==> src/rtl/ctrl_arbiter_pkg.sv <==
// Shared types for the ctrl_arbiter slice: FSM state encoding used by the
// top level and exposed on its debug port.
package ctrl_arb_pkg;

  typedef enum logic [1:0] {
    IDLE  = 2'd0,
    SEND  = 2'd1,
    GUARD = 2'd2
  } arb_state_t;

endpackage : ctrl_arb_pkg

==> src/rtl/ctrl_arbiter_if.sv <==
// Requester-side bundle of the ctrl arbiter: request levels, serial data and
// the one-hot grant returned to the requesters.
interface ctrl_arbiter_if #(
  parameter int N_REQ = 4
);
  // req[i] is a level: held high while requester i wants a frame. gnt[i] is
  // high for exactly one frame; while it is high, req_bit[i] carries that
  // frame's bits, one per cycle. A grant is never withdrawn early, even when
  // req[i] falls mid-frame.
  logic [N_REQ-1:0] req;
  logic [N_REQ-1:0] req_bit;
  logic [N_REQ-1:0] gnt;

  modport master (
    output req,
    output req_bit,
    input  gnt
  );

  modport slave (
    input  req,
    input  req_bit,
    output gnt
  );

endinterface : ctrl_arbiter_if

==> src/rtl/ctrl_arbiter_rr_pick.sv <==
// Combinational round-robin picker: first set request at or above ptr,
// wrapping to the bottom of the vector.
module rr_pick #(
  parameter  int N  = 4,
  localparam int IW = (N > 1) ? $clog2(N) : 1
) (
  input  logic [N-1:0]  req,
  input  logic [IW-1:0] ptr,
  output logic          valid,
  output logic [IW-1:0] idx
);

  logic [2*N-1:0] dbl;

  // The lower copy hides requesters below ptr, so a hit there wins first;
  // the unmasked upper copy provides the wrapped-around candidates.
  always_comb begin
    dbl   = {req, req};
    valid = |req;
    idx   = '0;
    for (int i = 0; i < N; i++) begin
      if (i < int'(ptr)) begin
        dbl[i] = 1'b0;
      end
    end
    for (int i = 2*N-1; i >= 0; i--) begin
      if (dbl[i]) begin
        idx = (i >= N) ? IW'(i - N) : IW'(i);
      end
    end
  end

endmodule : rr_pick

==> src/rtl/ctrl_arbiter.sv <==
// Round-robin owner of dgtop's serial ctrl input: grants fixed-length frames,
// retimes the owner's bit onto ctrl and idles for GUARD cycles between owners.
module ctrl_arbiter
  import ctrl_arb_pkg::*;
#(
  parameter  int N_REQ     = 4,
  parameter  int FRAME_LEN = 8,
  parameter  int GUARD     = 2,
  localparam int IDX_W     = (N_REQ > 1) ? $clog2(N_REQ) : 1,
  localparam int CNT_W     = $clog2(FRAME_LEN + GUARD + 1)
) (
  input  logic                 clk,
  input  logic                 rst_n,
  ctrl_arbiter_if.slave        bus,
  output logic                 ctrl,
  output logic [IDX_W-1:0]     owner,
  output logic                 busy,
  output logic                 frame_done,
  output arb_state_t           state_dbg
);

  localparam logic [CNT_W-1:0] LAST_BIT   = CNT_W'(FRAME_LEN - 1);
  localparam logic [CNT_W-1:0] LAST_GUARD = CNT_W'((GUARD > 0) ? GUARD - 1 : 0);
  localparam logic [IDX_W-1:0] LAST_IDX   = IDX_W'(N_REQ - 1);

  arb_state_t       state_q, state_d;
  logic [CNT_W-1:0] cnt_q, cnt_d;
  logic [IDX_W-1:0] ptr_q, ptr_d;
  logic [IDX_W-1:0] owner_q, owner_d;
  logic [N_REQ-1:0] gnt_q, gnt_d;
  logic             ctrl_q, ctrl_d;
  logic             frame_done_q, frame_done_d;

  logic             pick_valid;
  logic [IDX_W-1:0] pick_idx;

  rr_pick #(
    .N (N_REQ)
  ) u_pick (
    .req   (bus.req),
    .ptr   (ptr_q),
    .valid (pick_valid),
    .idx   (pick_idx)
  );

  always_comb begin
    state_d      = state_q;
    cnt_d        = cnt_q;
    ptr_d        = ptr_q;
    owner_d      = owner_q;
    gnt_d        = gnt_q;
    ctrl_d       = 1'b0;
    frame_done_d = 1'b0;
    case (state_q)
      ctrl_arb_pkg::IDLE: begin
        if (pick_valid) begin
          state_d           = ctrl_arb_pkg::SEND;
          gnt_d             = '0;
          gnt_d[pick_idx]   = 1'b1;
          owner_d           = pick_idx;
          cnt_d             = '0;
        end
      end
      ctrl_arb_pkg::SEND: begin
        ctrl_d = bus.req_bit[owner_q];
        cnt_d  = cnt_q + CNT_W'(1);
        // Last sample of the frame: drop the grant on the same edge that
        // loads the final bit, so gnt stays up for exactly FRAME_LEN cycles.
        if (cnt_q == LAST_BIT) begin
          gnt_d        = '0;
          frame_done_d = 1'b1;
          cnt_d        = '0;
          ptr_d        = (owner_q == LAST_IDX) ? '0 : owner_q + IDX_W'(1);
          state_d      = (GUARD > 0) ? ctrl_arb_pkg::GUARD : ctrl_arb_pkg::IDLE;
        end
      end
      ctrl_arb_pkg::GUARD: begin
        cnt_d = cnt_q + CNT_W'(1);
        if (cnt_q == LAST_GUARD) begin
          state_d = ctrl_arb_pkg::IDLE;
          cnt_d   = '0;
        end
      end
      default: begin
        state_d = ctrl_arb_pkg::IDLE;
        gnt_d   = '0;
        cnt_d   = '0;
      end
    endcase
  end

  always_ff @(posedge clk or negedge rst_n) begin
    if (!rst_n) begin
      state_q      <= ctrl_arb_pkg::IDLE;
      cnt_q        <= '0;
      ptr_q        <= '0;
      owner_q      <= '0;
      gnt_q        <= '0;
      ctrl_q       <= 1'b0;
      frame_done_q <= 1'b0;
    end else begin
      state_q      <= state_d;
      cnt_q        <= cnt_d;
      ptr_q        <= ptr_d;
      owner_q      <= owner_d;
      gnt_q        <= gnt_d;
      ctrl_q       <= ctrl_d;
      frame_done_q <= frame_done_d;
    end
  end

  assign bus.gnt    = gnt_q;
  assign ctrl       = ctrl_q;
  assign owner      = owner_q;
  assign frame_done = frame_done_q;
  assign busy       = (state_q != ctrl_arb_pkg::IDLE);
  assign state_dbg  = state_q;

endmodule : ctrl_arbiter

==> src/flat_wrapper.sv <==
// flat-port wrapper written by rule: the top's interface ports become plain ports
module ctrl_arbiter_flat import ctrl_arb_pkg::*;
#(
  parameter  int N_REQ     = 4,
  parameter  int FRAME_LEN = 8,
  parameter  int GUARD     = 2,
  localparam int IDX_W     = (N_REQ > 1) ? $clog2(N_REQ) : 1,
  localparam int CNT_W     = $clog2(FRAME_LEN + GUARD + 1)
)
  (clk, rst_n, ctrl, owner, busy, frame_done, state_dbg, bus_req, bus_req_bit, bus_gnt);
  ctrl_arbiter_if #(.N_REQ(N_REQ)) bus_i ();
  input  logic clk;
  input  logic rst_n;
  output logic ctrl;
  output logic [IDX_W-1:0] owner;
  output logic busy;
  output logic frame_done;
  output arb_state_t state_dbg;
  input wire logic [$bits(bus_i.req)-1:0] bus_req;
  input wire logic [$bits(bus_i.req_bit)-1:0] bus_req_bit;
  output wire logic [$bits(bus_i.gnt)-1:0] bus_gnt;
  assign bus_i.req = bus_req;
  assign bus_i.req_bit = bus_req_bit;
  assign bus_gnt = bus_i.gnt;
  ctrl_arbiter #(.N_REQ(N_REQ), .FRAME_LEN(FRAME_LEN), .GUARD(GUARD)) u_core (.clk(clk), .rst_n(rst_n), .bus(bus_i), .ctrl(ctrl), .owner(owner), .busy(busy), .frame_done(frame_done), .state_dbg(state_dbg));
endmodule
==> config.mk <==
export PLATFORM = sky130hd
export DESIGN_NAME = ctrl_arbiter_flat
export DESIGN_NICKNAME = d
export VERILOG_FILES = /design/src/rtl/ctrl_arbiter_pkg.sv /design/src/rtl/ctrl_arbiter_if.sv /design/src/rtl/ctrl_arbiter_rr_pick.sv /design/src/rtl/ctrl_arbiter.sv /design/src/flat_wrapper.sv
export SDC_FILE = /design/constraint.sdc
export NUM_CORES = 1
export LEC_CHECK = 0
export CELL_PAD_IN_SITES_DETAIL_PLACEMENT = 0
export CELL_PAD_IN_SITES_GLOBAL_PLACEMENT = 1
export CORE_AREA = 5 5 62 64
export CTS_BUF_LIST = sky130_fd_sc_hd__clkbuf_16
export DETAILED_ROUTE_END_ITERATION = 8
export DIE_AREA = 0 0 67 69
export PLACE_DENSITY_LB_ADDON = 0.3
export SYNTH_ARGS = -nofsm -noshare
export SYNTH_HDL_FRONTEND = slang
export SYNTH_SLANG_ARGS = --single-unit
==> constraint.sdc <==
create_clock -name clk -period 4.15 [get_ports clk]
set_input_delay 1.245 -clock clk [delete_from_list [all_inputs] [get_ports clk]]
set_output_delay 1.245 -clock clk [all_outputs]
set_load 0.005 [all_outputs]
Yosys cells after proc, flatten, opt, wreduce, memory -nomap -nowiden
Cells that the tools add are included.

Output and inout bits: 11. Bits of input ports: 10. Word-level logic and storage cells: 61. Flip-flop bits (word level): 16.

Bitwise gates (word level): 1. Order comparisons: 6. Muxes and demuxes: 29. Reduce and logical (&&, ||, !) cells: 8. Equality and inequality tests: 8. Add/sub/neg operators: 2.

Operators with widths (count): $pmux W4 S3 (2); $mux W2 (11); $mux W4 (5); $mux W1 (8); $lt A2 B3 Y1 const B (2); $ne A2 B1 Y1 const B (3); $pmux W2 S3 (1); $reduce_and A3 Y1 (2); $add A4 B1 Y4 const B (1); $eq A2 B2 Y1 const B (2); $eq A4 B1 Y1 const B (1); $eq A4 B3 Y1 const B (1); $lt A1 B2 Y1 const A (2); $reduce_and A2 Y1 (2); $reduce_or A4 Y1 (1); $add A2 B1 Y2 const B (1); $bmux W1 S2 (1); $demux W1 S2 (1); $eq A2 B1 Y1 const B (1); $ge A2 B1 Y1 const B (1); $logic_not A2 Y1 (1); $lt A2 B2 Y1 const A (1); $reduce_bool A2 Y1 (1); $logic_and A1 B1 Y1 (1); $not A1 Y1 (1).

Depth between registers and ports, before layout
Depth after elaboration: 13. Depth in mapped cells: 6. Gate-level depth less buffers: 6.

Cells and area by module
Synthesis repeated with hierarchy kept, for this count alone.

Cells, all modules: 89. Area, all modules: 985.9 um2.

Modules (own cells, without submodules): ctrl_arbiter (instances 1, area an instance 908.4 um2, cells an instance 77, seq. area each 400.4 um2); rr_pick (instances 1, area an instance 77.6 um2, cells an instance 12, seq. area each 0.0 um2).

Least setup slack after synthesis
Ideal clock, no wire load.

Path type: input to register. From: input port bus_req[2]. To: register u_core.owner_q[0], in the netlist u_core.owner[0]. Data required time: 4.025 ns. Buffers on the path: 0. Arrival: 2.167 ns. Path slack: 1.858 ns. Stages on the path: 3. Path through: nor4_2 -> nand2b_1 -> mux2_2.

Cells in the longest elaborated chain, start to end: 4.

Ends and longest elaborated chain: from (decl) (RTL line flat_wrapper.sv:19) `input wire logic [$bits(bus_i.req)-1:0] bus_req;`; $mux W1 (RTL line ctrl_arbiter_rr_pick.sv:22) `if (i < int'(ptr)) begin`; $mux W2 (3 in a row) (RTL line ctrl_arbiter_rr_pick.sv:27) `if (dbl[i]) begin`; to (signal assigned) (RTL line ctrl_arbiter.sv:105) `owner_q <= owner_d;`; to (decl) (RTL line ctrl_arbiter.sv:29) `logic [IDX_W-1:0] owner_q, owner_d;`.

Several ways; a longest one is shown, not always the timed one. A chain may end at the register's enable or synchronous reset.

Worst setup path in the final report
From: register u_core.state_q[0], in the netlist u_core.state_dbg[0]. To: output port busy.

Cells in the longest elaborated chain, start to end: 1.

Ends and longest elaborated chain: from (decl) (RTL line ctrl_arbiter.sv:26) `arb_state_t state_q, state_d;`; from (signal assigned) (RTL line ctrl_arbiter.sv:94) `state_q <= ctrl_arb_pkg::IDLE;`; from (signal assigned) (RTL line ctrl_arbiter.sv:102) `state_q <= state_d;`; $reduce_bool A2 Y1 (RTL line ctrl_arbiter.sv:116) `assign busy = (state_q != ctrl_arb_pkg::IDLE);`; to (decl) (RTL line flat_wrapper.sv:16) `output logic busy;`.

Every way passes these cells.

==> flow_summary.json <==
{
  "synth_xor_area_frac": 0,
  "routedWlPerCell_um": 12.8,
  "cts_buffers": 3,
  "final_net_count": 131,
  "core.rowCount": 21,
  "ys_seq_elements": 16,
  "initialDrtViolationCount": 11,
  "synth.avg_cell_area_um2": 10.1,
  "post-route-period-util": 0.668,
  "cts_setup_buffers": 0,
  "postSynth.asyncResetShare": 1.00,
  "ctsHtreeMaxLevel": 1,
  "crit_slowest_cell": "clkdlybuf4s50_1",
  "setup_ws_ns": 1.38,
  "cts_num_sinks": 16,
  "max_stage_delay_ns": 0.49,
  "post_synth_and_or_nand_nor_area_fraction": 0.191,
  "post_route_cells_drive_above_1_share": 0.0702,
  "tritoncts_clock_tree": "built",
  "layoutNonFillerInstCount": 160,
  "postRouteWirelength_um": 2050,
  "syn_area_um2": 926,
  "net_count_of_the_mapped_netlist": 108,
  "yosysUniqueCellTypes": 34,
  "worst_setup_path_end_kind": "output pin",
  "cells_along_the_critical_path": "inv_1, ha_1, inv_1, clkdlybuf4s50_1",
  "largest_family_of_logic_cells_by_synthesized_area": "compound AO/OA/AOI/OAI gates",
  "die_w_um": 67,
  "worst_slew_margin_rel": 0.515,
  "hp-class": "reg -> reg",
  "floorplan.initialDensity": 0.286,
  "synth_top_flop_cell": "dfrtp_1",
  "grtUsageTotal": 0.0988,
  "path_clk_slew_ns": 0.05,
  "synth-adder-area-share": 0.0811,
  "cts_hold_buffers": 0,
  "layout.cells.most_common": "clkdlybuf4s50_1",
  "outcome": "finished, final reports clean",
  "place_inst": 156,
  "fin_crit_ns": 2.77,
  "final_cell_mix": "clkdlybuf4s50_1, dfrtp_1, nand2_1",
  "dpl_cell_area_um2": 1170,
  "n_antenna_cell": 0,
  "postCtsResizedCells": 0,
  "drt_drc_violations_left": 0,
  "grt_first_pass_wirelength_um": 3550,
  "die_area_um2": 4620,
  "overflow": 0,
  "synth_warnings": 0,
  "synth_compound_area_frac": 0.196,
  "setup_viol": 0,
  "static-leakage-power_uw": 0.000522,
  "hold_violations": 0,
  "area_delta_synth_final_pct": 34.6,
  "io_pins": 21,
  "placement.setup.worst_slack_ns": 1.18,
  "timing.final.max_slew_violations": 0,
  "crit_required_ns": 2.90,
  "final_wtd_congestion": 0.734,
  "clock_tree.root_cell": "clkbuf_16",
  "placeableCoreArea_um2": 3230,
  "achievable-frequency_ghz": 0.361,
  "vias": 750,
  "proportion_of_synthesized_chip_area_in_sequential_cells": 0.432,
  "clock_latency_ns": 0.25,
  "tns_ns": 0,
  "vias_per_cell": 4.69,
  "dp_hpwl_um": 1560,
  "criticalPathCategory": "reg -> out",
  "kind_of_cell_adding_the_most_delay_to_the_critical_path": "buffers and inverters",
  "worstPathMaxFanout": 5,
  "grt_start_max_net_pins": 17,
  "fin_area_um2": 1250,
  "synth_mux_area_frac": 0.0581,
  "antenna_left": 0,
  "clock_path_buffers": 2,
  "antenna_found_initial": 0,
  "first_global_vias": 767,
  "worst-slew-pin-transition_ns": 0.725,
  "worst_setup_path_start_kind": "register",
  "detail_route.first_pass.iterations": 4,
  "worst_path_most_repeated_cell": "inv_1",
  "power_density_nw_per_um2": 587,
  "ir_worst_vdd_v": 0.000278,
  "numPortBuffers": 20,
  "synthesis.instances": 92,
  "arrival_ns": 1.53,
  "fp.dieH_um": 69,
  "fin_skew_ns": 0.000977,
  "timing.critical_path.buf_inv": 3,
  "grt_setup_unrepaired": "false",
  "cap_viol_max_count": 0,
  "synth_edf_count": 0
}
-- per-layer routing --
layer | vias to the layer above | share of wire | global-route usage
met5 | - | 0 | 0
met4 | 0 | 0.0093 | 0.0338
met3 | 2 | 0.077 | 0.0438
met2 | 21 | 0.44 | 0.145
met1 | 345 | 0.48 | 0.127
li1 | 382 | - | -
-- metrics by stage --
stage | util | hold WS, ns | power (µW)
3_3_place_gp | 0.361 | 0.471 | 546
6_report | 0.386 | 0.473 | 732
4_1_cts | 0.386 | 0.483 | 743
3_5_place_dp | 0.361 | 0.471 | 545
2_1_floorplan | - | 0.467 | 405
5_1_grt | 0.386 | 0.523 | 791
-- synthesized netlist by cell type, types with 2 or more instances --
master	count	area (µm²)
dfrtp_1	16	400
nand2_1	11	41.3
ha_1	6	75.1
inv_1	6	22.5
nor2_1	6	22.5
o21ai_0	6	30.0
a21oi_1	5	25.0
o21ai_1	4	20.0
o41ai_1	3	26.3
a32o_1	2	20.0
and2_1	2	12.5
mux2i_1	2	20.0
nand2b_1	2	12.5
-- registers in the layout, indices dropped and copies added (netlist names) --
register,cells
u_core.bus.gnt,4
u_core.state_dbg,2
u_core.owner,2
u_core.ctrl,1
u_core.cnt_q,4
u_core.frame_done,1
u_core.ptr_q,2
-- kinds of logic (layout without fill, tap and decap cells) --
kind of cell / Yosys count / after routing
fa+ha+maj: 6 / 6
flops: 16 / 16
mux: 4 / 4
simple gates: 31 / 31
buf+inv: 8 / 30
compound gates: 27 / 27
-- power breakdown --
part	switching, µW	internal (µW)	total, µW
clock network	63.3	128	191
logic	145	164	310
registers	34.2	197	231
total	243	489	732
-- path summary, 6_finish.rpt --
path | end | cells after the start | slack [ns] | start
max | busy | 4 | 1.38 | u_core.state_dbg[0]
min in group asynchronous | u_core.ctrl | 1 | 1.43 | rst_n
max in group asynchronous | u_core.bus.gnt[0] | 1 | 2.26 | rst_n
min reg2reg | u_core.bus.gnt[3] | 2 | 0.47 | u_core.bus.gnt[3]
min | u_core.bus.gnt[3] | 2 | 0.47 | u_core.bus.gnt[3]
max reg2reg | u_core.cnt_q[3] | 6 | 2.29 | u_core.state_dbg[0]
-- worst min-delay path, delay by kind of cell (launching register included) --
| kind | cells | cell delay [ns] |
|---|---|---|
| flops | 1 | 0.34 |
| simple gates | 1 | 0.05 |
| compound gates | 1 | 0.05 |
-- layout make-up --
| class | count | area [µm²] |
|---|---|---|
| fill | 342 | 1990 |
| multi-input combinational | 68 | 487 |
| sequential | 16 | 400 |
| timing repair buffer | 20 | 200 |
| clock buffer | 3 | 75.1 |
| tap | 46 | 57.6 |
| inverter | 6 | 22.5 |
| clock inverter | 1 | 3.75 |
Power figures use the tool's default switching activity.
